===== src/rtl/nand_pipe.sv =====
// ============================================================================
// Module   : nand_pipe
// Brief    : Two-stage valid/ready NAND network (e, y, f, g) with per-txn invert.
//            Optional macro NAND_PIPE_STATS_EN adds a saturating txn_count.
// Revision : 1.0 - initial release
// ============================================================================
`default_nettype none

module nand_pipe #(
  parameter int WIDTH               = 8,
  parameter bit INV_MODE_EN_DEFAULT = 1'b0
) (
  input  logic             clk,
  input  logic             rst_n,
  input  logic             in_valid,
  output logic             in_ready,
  input  logic [WIDTH-1:0] a,
  input  logic [WIDTH-1:0] b,
  input  logic [WIDTH-1:0] c,
  input  logic [WIDTH-1:0] d,
  input  logic             inv,
  output logic             out_valid,
  input  logic             out_ready,
  output logic [WIDTH-1:0] y,
  output logic [WIDTH-1:0] e,
  output logic [WIDTH-1:0] f,
  output logic [WIDTH-1:0] g,
  output logic [15:0]      txn_count
);

  logic             s1_valid_q, s1_valid_d;
  logic [WIDTH-1:0] s1_e_q, s1_e_d;
  logic [WIDTH-1:0] s1_y_q, s1_y_d;
  logic [WIDTH-1:0] s1_c_q, s1_c_d;
  logic             s1_inv_q, s1_inv_d;

  logic             s2_valid_q, s2_valid_d;
  logic [WIDTH-1:0] y_q, y_d;
  logic [WIDTH-1:0] e_q, e_d;
  logic [WIDTH-1:0] f_q, f_d;
  logic [WIDTH-1:0] g_q, g_d;

  logic             s1_adv;
  logic             s2_adv;
  logic [WIDTH-1:0] s2_f_raw;
  logic [WIDTH-1:0] s2_g_raw;
  logic [WIDTH-1:0] s2_mask;

  assign s2_adv   = ~s2_valid_q | out_ready;
  assign s1_adv   = ~s1_valid_q | s2_adv;
  assign in_ready = s1_adv;

  // Stage 1 keeps the un-inverted network values; inversion is applied once in stage 2.
  always_comb begin
    s1_valid_d = s1_valid_q;
    s1_e_d     = s1_e_q;
    s1_y_d     = s1_y_q;
    s1_c_d     = s1_c_q;
    s1_inv_d   = s1_inv_q;
    if (s1_adv) begin
      s1_valid_d = in_valid;
      if (in_valid) begin
        s1_e_d   = ~(a & b);
        s1_y_d   = ~(a & b & c & d);
        s1_c_d   = c;
        s1_inv_d = inv;
      end
    end
  end

  assign s2_f_raw = ~(s1_e_q & s1_c_q);
  assign s2_g_raw = ~(s1_e_q & s2_f_raw);
  assign s2_mask  = {WIDTH{s1_inv_q}};

  always_comb begin
    s2_valid_d = s2_valid_q;
    y_d        = y_q;
    e_d        = e_q;
    f_d        = f_q;
    g_d        = g_q;
    if (s2_adv) begin
      s2_valid_d = s1_valid_q;
      if (s1_valid_q) begin
        y_d = s1_y_q ^ s2_mask;
        e_d = s1_e_q ^ s2_mask;
        f_d = s2_f_raw ^ s2_mask;
        g_d = s2_g_raw ^ s2_mask;
      end
    end
  end

  always_ff @(posedge clk or negedge rst_n) begin
    if (!rst_n) begin
      s1_valid_q <= 1'b0;
      s1_e_q     <= '0;
      s1_y_q     <= '0;
      s1_c_q     <= '0;
      s1_inv_q   <= INV_MODE_EN_DEFAULT;
      s2_valid_q <= 1'b0;
      y_q        <= '0;
      e_q        <= '0;
      f_q        <= '0;
      g_q        <= '0;
    end else begin
      s1_valid_q <= s1_valid_d;
      s1_e_q     <= s1_e_d;
      s1_y_q     <= s1_y_d;
      s1_c_q     <= s1_c_d;
      s1_inv_q   <= s1_inv_d;
      s2_valid_q <= s2_valid_d;
      y_q        <= y_d;
      e_q        <= e_d;
      f_q        <= f_d;
      g_q        <= g_d;
    end
  end

  assign out_valid = s2_valid_q;
  assign y         = y_q;
  assign e         = e_q;
  assign f         = f_q;
  assign g         = g_q;

`ifdef NAND_PIPE_STATS_EN
  logic [15:0] txn_count_q, txn_count_d;

  always_comb begin
    txn_count_d = txn_count_q;
    if (s2_valid_q && out_ready && (txn_count_q != 16'hFFFF)) begin
      txn_count_d = txn_count_q + 16'd1;
    end
  end

  always_ff @(posedge clk or negedge rst_n) begin
    if (!rst_n) begin
      txn_count_q <= 16'd0;
    end else begin
      txn_count_q <= txn_count_d;
    end
  end

  assign txn_count = txn_count_q;
`else
  assign txn_count = 16'd0;
`endif

endmodule

`default_nettype wire


===== config.mk =====
export PLATFORM = sky130hd
export DESIGN_NAME = nand_pipe
export DESIGN_NICKNAME = d
export VERILOG_FILES = /design/src/rtl/nand_pipe.sv
export SDC_FILE = /design/constraint.sdc
export NUM_CORES = 1
export LEC_CHECK = 0
export CAP_MARGIN = 40
export CORE_ASPECT_RATIO = 0.8
export CORE_UTILIZATION = 34
export DETAILED_ROUTE_END_ITERATION = 7
export GPL_TIMING_DRIVEN = 0
export MAX_ROUTING_LAYER = met4
export PLACE_DENSITY = 0.73
export SYNTH_ARGS = -nofsm -noshare
export SYNTH_HDL_FRONTEND = slang
export SYNTH_SLANG_ARGS = --single-unit

===== constraint.sdc =====
create_clock -name clk -period 1.8 [get_ports clk]
set_input_delay 0.36 -clock clk [delete_from_list [all_inputs] [get_ports clk]]
set_output_delay 0.36 -clock clk [all_outputs]
set_load 0.02 [all_outputs]

==> Word-level counts from Yosys, hierarchy flattened <==
Cells that the tools add are included.
{ "word_totals": {"reg_bits": 59, "mem_bits_ro": 0, "word_cells": 29, "in_bits": 37, "n_memories": 0, "latch_bits": 0, "output_inout_bits": 50, "ramBits": 0} }
{ "op_classes": {"n_div": 0, "eq_ne": 0, "shifts": 0, "mux": 0, "multipliers": 0, "order_cmp": 0, "n_bitwise": 17, "reduce_logical": 2, "n_addsub": 0} }
{ "op_table": {"columns": ["cell", "count"], "rows": [
  ["$and 8x8->8", 5],
  ["$not 8->8", 4],
  ["$xor 8x8->8", 4],
  ["$reduce_and 2->1", 2],
  ["$not 1->1", 2],
  ["$or 1x1->1", 2]
]} }

==> Longest topological paths before layout <==
{ "depth": {"word_depth": 5, "ltp_mapped": 4} }

==> Worst setup path after synthesis <==
No wires, ideal clock.
{ "synth_path": {"path_type": "reg2reg", "start": "register s2_valid_q, in the netlist out_valid", "end": "register s1_c_q[0]", "arrival_ns": 1.259, "setup_time_ns": 0.125, "synth_period_minus_slack_ns": 1.384, "path_stages_with_launch": 5, "n_path_buf": 1, "slack_ns": 0.416, "cell_sequence": "dfrtp_1 nand3b_4 nand2_4 buf_6 mux2_2"} }
{ "synth_between": {"elab_chain_len": 4} }
{ "synth_lines": {"columns": ["item", "line_no", "text"], "rows": [
  ["start: declaration", "37", "logic s2_valid_q, s2_valid_d;"],
  ["start signal: assignment", "110", "s2_valid_q <= s2_valid_d;"],
  ["$not 1->1", "49", "assign s2_adv = ~s2_valid_q | out_ready;"],
  ["$or 1x1->1", "49", null],
  ["$or 1x1->1", "50", "assign s1_adv = ~s1_valid_q | s2_adv;"],
  ["$reduce_and 2->1 (no line)", null, null],
  ["end signal: assignment", "97", "s1_c_q <= '0;"],
  ["end signal: assignment", "108", "s1_c_q <= s1_c_d;"],
  ["end: declaration", "34", "logic [WIDTH-1:0] s1_c_q, s1_c_d;"]
]} }
No other way between the ends.
A chain may end at the register's enable or synchronous reset.

==> Worst setup path after layout <==
{ "layout_path": {"start": "register s2_valid_q, in the netlist out_valid", "end": "output out_valid"} }
{ "layout_lines": {"columns": ["item", "line_no", "text"], "rows": [
  ["end: declaration", "22", "output logic out_valid,"]
]} }
No word-level cell between the ends.

==> out/results.ini <==
[status]
status = finished, final reports clean

[cts]
cts_made_buffers = 9
clockBufferDepth = 2
tritoncts = done
cts-root-buf = clkbuf_8
clk_latency_ps = 330
clock-sinks = 59
cts-htree-levels = 3
clkTransAtPathRegs_ps = 60
holdBufCountCts = 0

[layout]
multi_input_area_sq_um = 1186
diodes = 0
ff_latch_area_sq_um = 1476
nFillCells = 719
final_area_sq_um = 3874
fin_nets = 349
final_util_pct = 48.75
drive_above_1_share_pct = 30.06
finalNonFillerCells = 424
area_growth_pct = 38.34

[synthesis]
postSynthCellCount = 214
seq_area_frac_synth_pct = 52.73
ys_types = 16
avgSynthCellArea_sq_um = 13.08
synth_warnings = 0
synth_seq_cells = 59
synth.cell_area_sq_um = 2800

[worst_setup_path]
required_ps = 1440
end_kind = output port
worst-path-buf-inv = 1
crit_path_cell_trace = clkdlybuf4s50_1
path_max_fanout = 3
critPathSlowestCell = clkdlybuf4s50_1
critical-path-top-delay-family = buffers and inverters
slowest_delay_ps = 630
cp.arrival_ps = 1370
critical_path_class = reg2out
start_kind = flip-flop

[job]
drv_cap = 0

[sta]
tightest_slew_ps = 596.5
skew_ps = 4.348
fmax_mhz = 577.2
fin_tns_setup_ps = 0
fin_crit_ps = 1733
maxSlewViolCount = 0
rsz0062_at_grt = false
slew_headroom_pct = 60.23
setup_viol = 0
finalHoldViolations = 0
fin_crit_sh_pct = 96.25

[floorplan]
die_area_sq_um = 8605
rows = 29
fp.dieW_um = 103.5
pin_count = 87
coreArea_sq_um = 7946
initial_core_util_pct = 35.24
dieHeight_um = 83.17

[grt]
grt_usage_pct = 17.05
antenna_found_initial = 0
grt_max_degree = 36
grt_remaining_overflow = 0
grt_pass1_wl_um = 10180
grt_pass1_vias = 1898

[pwr]
p_switching_mw = 1.530
p_leak_nw = 1.597
pwr_density_cell_nw_per_um2 = 1211
p_int_mw = 3.162
ir_worst_vdd_v = 0.0005583
p_clk_share_pct = 21.8
total_power_mw = 4.692
p_seq_share_pct = 40.0
swShare_pct = 32.61
combPwrFrac_pct = 38.3

[placed_design]
gp_congestion = 0.7498
dpl-instance-area_sq_um = 3697
dp.cells = 407
place_hpwl_um = 4557
portBuffers = 69

[routing]
drcViolationCount = 0
vias = 1890
detail_route.iter0.violations = 31
antenna_left = 0
drt_first_pass_iters = 4
routedWlPerCell_um = 15.17
avgViaCountPerCell = 4.458
wirelength_um = 6433

[hold_path]
hp-class = in2async

## synthesized netlist by cell type (all sizes together)
master | count | area share (%)
a21oi | 8 | 1.4
a41oi | 8 | 2.5
buf | 27 | 6.9
conb | 1 | 0.13
dfrtp | 59 | 53
mux2 | 49 | 20
nand2 | 10 | 1.6
nand2b | 3 | 0.67
nand3b | 1 | 0.71
nand4 | 8 | 1.8
nor2b | 8 | 1.8
xnor2 | 8 | 2.5
xor2 | 24 | 7.5
## logic make-up (layout without fill, tap and decap cells)
group | after synthesis | after routing | share of synthesized area [%]
AOI/OAI and AO/OA | 16 | 16 | 3.932
xor gates and xnor gates | 32 | 32 | 10.01
buffers and inverters | 27 | 114 | 6.926
DFF | 59 | 59 | 52.73
muxes | 49 | 49 | 19.71
other | 1 | 16 | 0.1339
and+or+nand+nor | 30 | 30 | 6.568
## cell type report
cell class / instances / share of cell area [%]
sequential: 59 / 38.11
multi-input combinational: 143 / 30.62
timing repair buffer: 73 / 18.77
buffer: 26 / 4.877
clock buffer: 12 / 3.747
tap: 108 / 3.488
clock inverter: 3 / 0.3876
## final timing paths
check                          start        end  slack [ps]  cells after the start
max                        out_valid  out_valid          70                      1
min                            rst_n  s1_e_q[7]          30                      1
max reg2reg                out_valid  s1_y_q[5]         280                      5
min reg2reg                     f[1]       f[1]         510                      1
max in group asynchronous      rst_n  s1_y_q[6]        1180                      2
min in group clk            in_valid  s1_e_q[2]         460                      3
## worst reg2reg max path: cells and delay by family, from the launching register on
kind | cells | cell delay, ps
muxes | 1 | 350
and+or+nand+nor | 2 | 260
buffers and inverters | 2 | 370
DFF | 1 | 410
## flip-flops by register name, indices dropped and copies added (netlist names)
register,flops
e,8
f,8
g,8
s1_c_q,8
s1_e_q,8
s1_y_q,8
y,8
out_valid,1
s1_inv_q,1
s1_valid_q,1
## per-layer routing
metal | track usage, % | vias up | wire (um)
li1 | - | 902 | -
met1 | 22.42 | 924 | 3036
met2 | 24.80 | 57 | 3008
met3 | 6.481 | 7 | 347
met4 | 4.097 | 0 | 41
met5 | - | - | 0
## repair_timing
action | CTS | global route
setup buffers | 3 | 0
setup endpoints to repair | 1 | 0
resized for setup | 1 | 0
## placed cells by master (no fill, tap or decap)
cell             synthesis  final
xnor2_1                  8      8
conb_1                   1     16
buf_2                    5      5
nand2_1                  9      9
nor2b_1                  8      8
clkbuf_8                 0     10
clkinv_2                 0      3
nand4_1                  8      8
nand2_4                  1      1
dfrtp_1                 59     59
a41oi_1                  8      8
nand2b_1                 3      3
nand3b_4                 1      1
a21oi_1                  8      8
buf_12                   0      1
buf_6                    1      1
clkdlybuf4s50_1          0     67
xor2_1                  24     24
clkbuf_1                 0      2
mux2_2                  49     49
dlygate4sd2_1            0      1
buf_4                   21     24
## stage by stage
step	worst slack (ps)	hold slack, ps
floorplan	415.9	64.41
global placement	-1473	490.2
detailed placement	-593.2	392.3
CTS	49.59	23.67
global route	14.51	45.94
finish	67.42	28.40
## power groups by stage
stage	clock network [mW]	logic (mW)	registers (mW)
2_1_floorplan	0	0.653	2.21
3_3_place_gp	0	1.77	1.90
3_5_place_dp	0	1.81	1.90
4_1_cts	1.06	1.82	1.88
5_1_grt	1.15	1.92	1.92
6_report	1.02	1.80	1.87
Note: power is estimated with default switching activity, not from simulation.
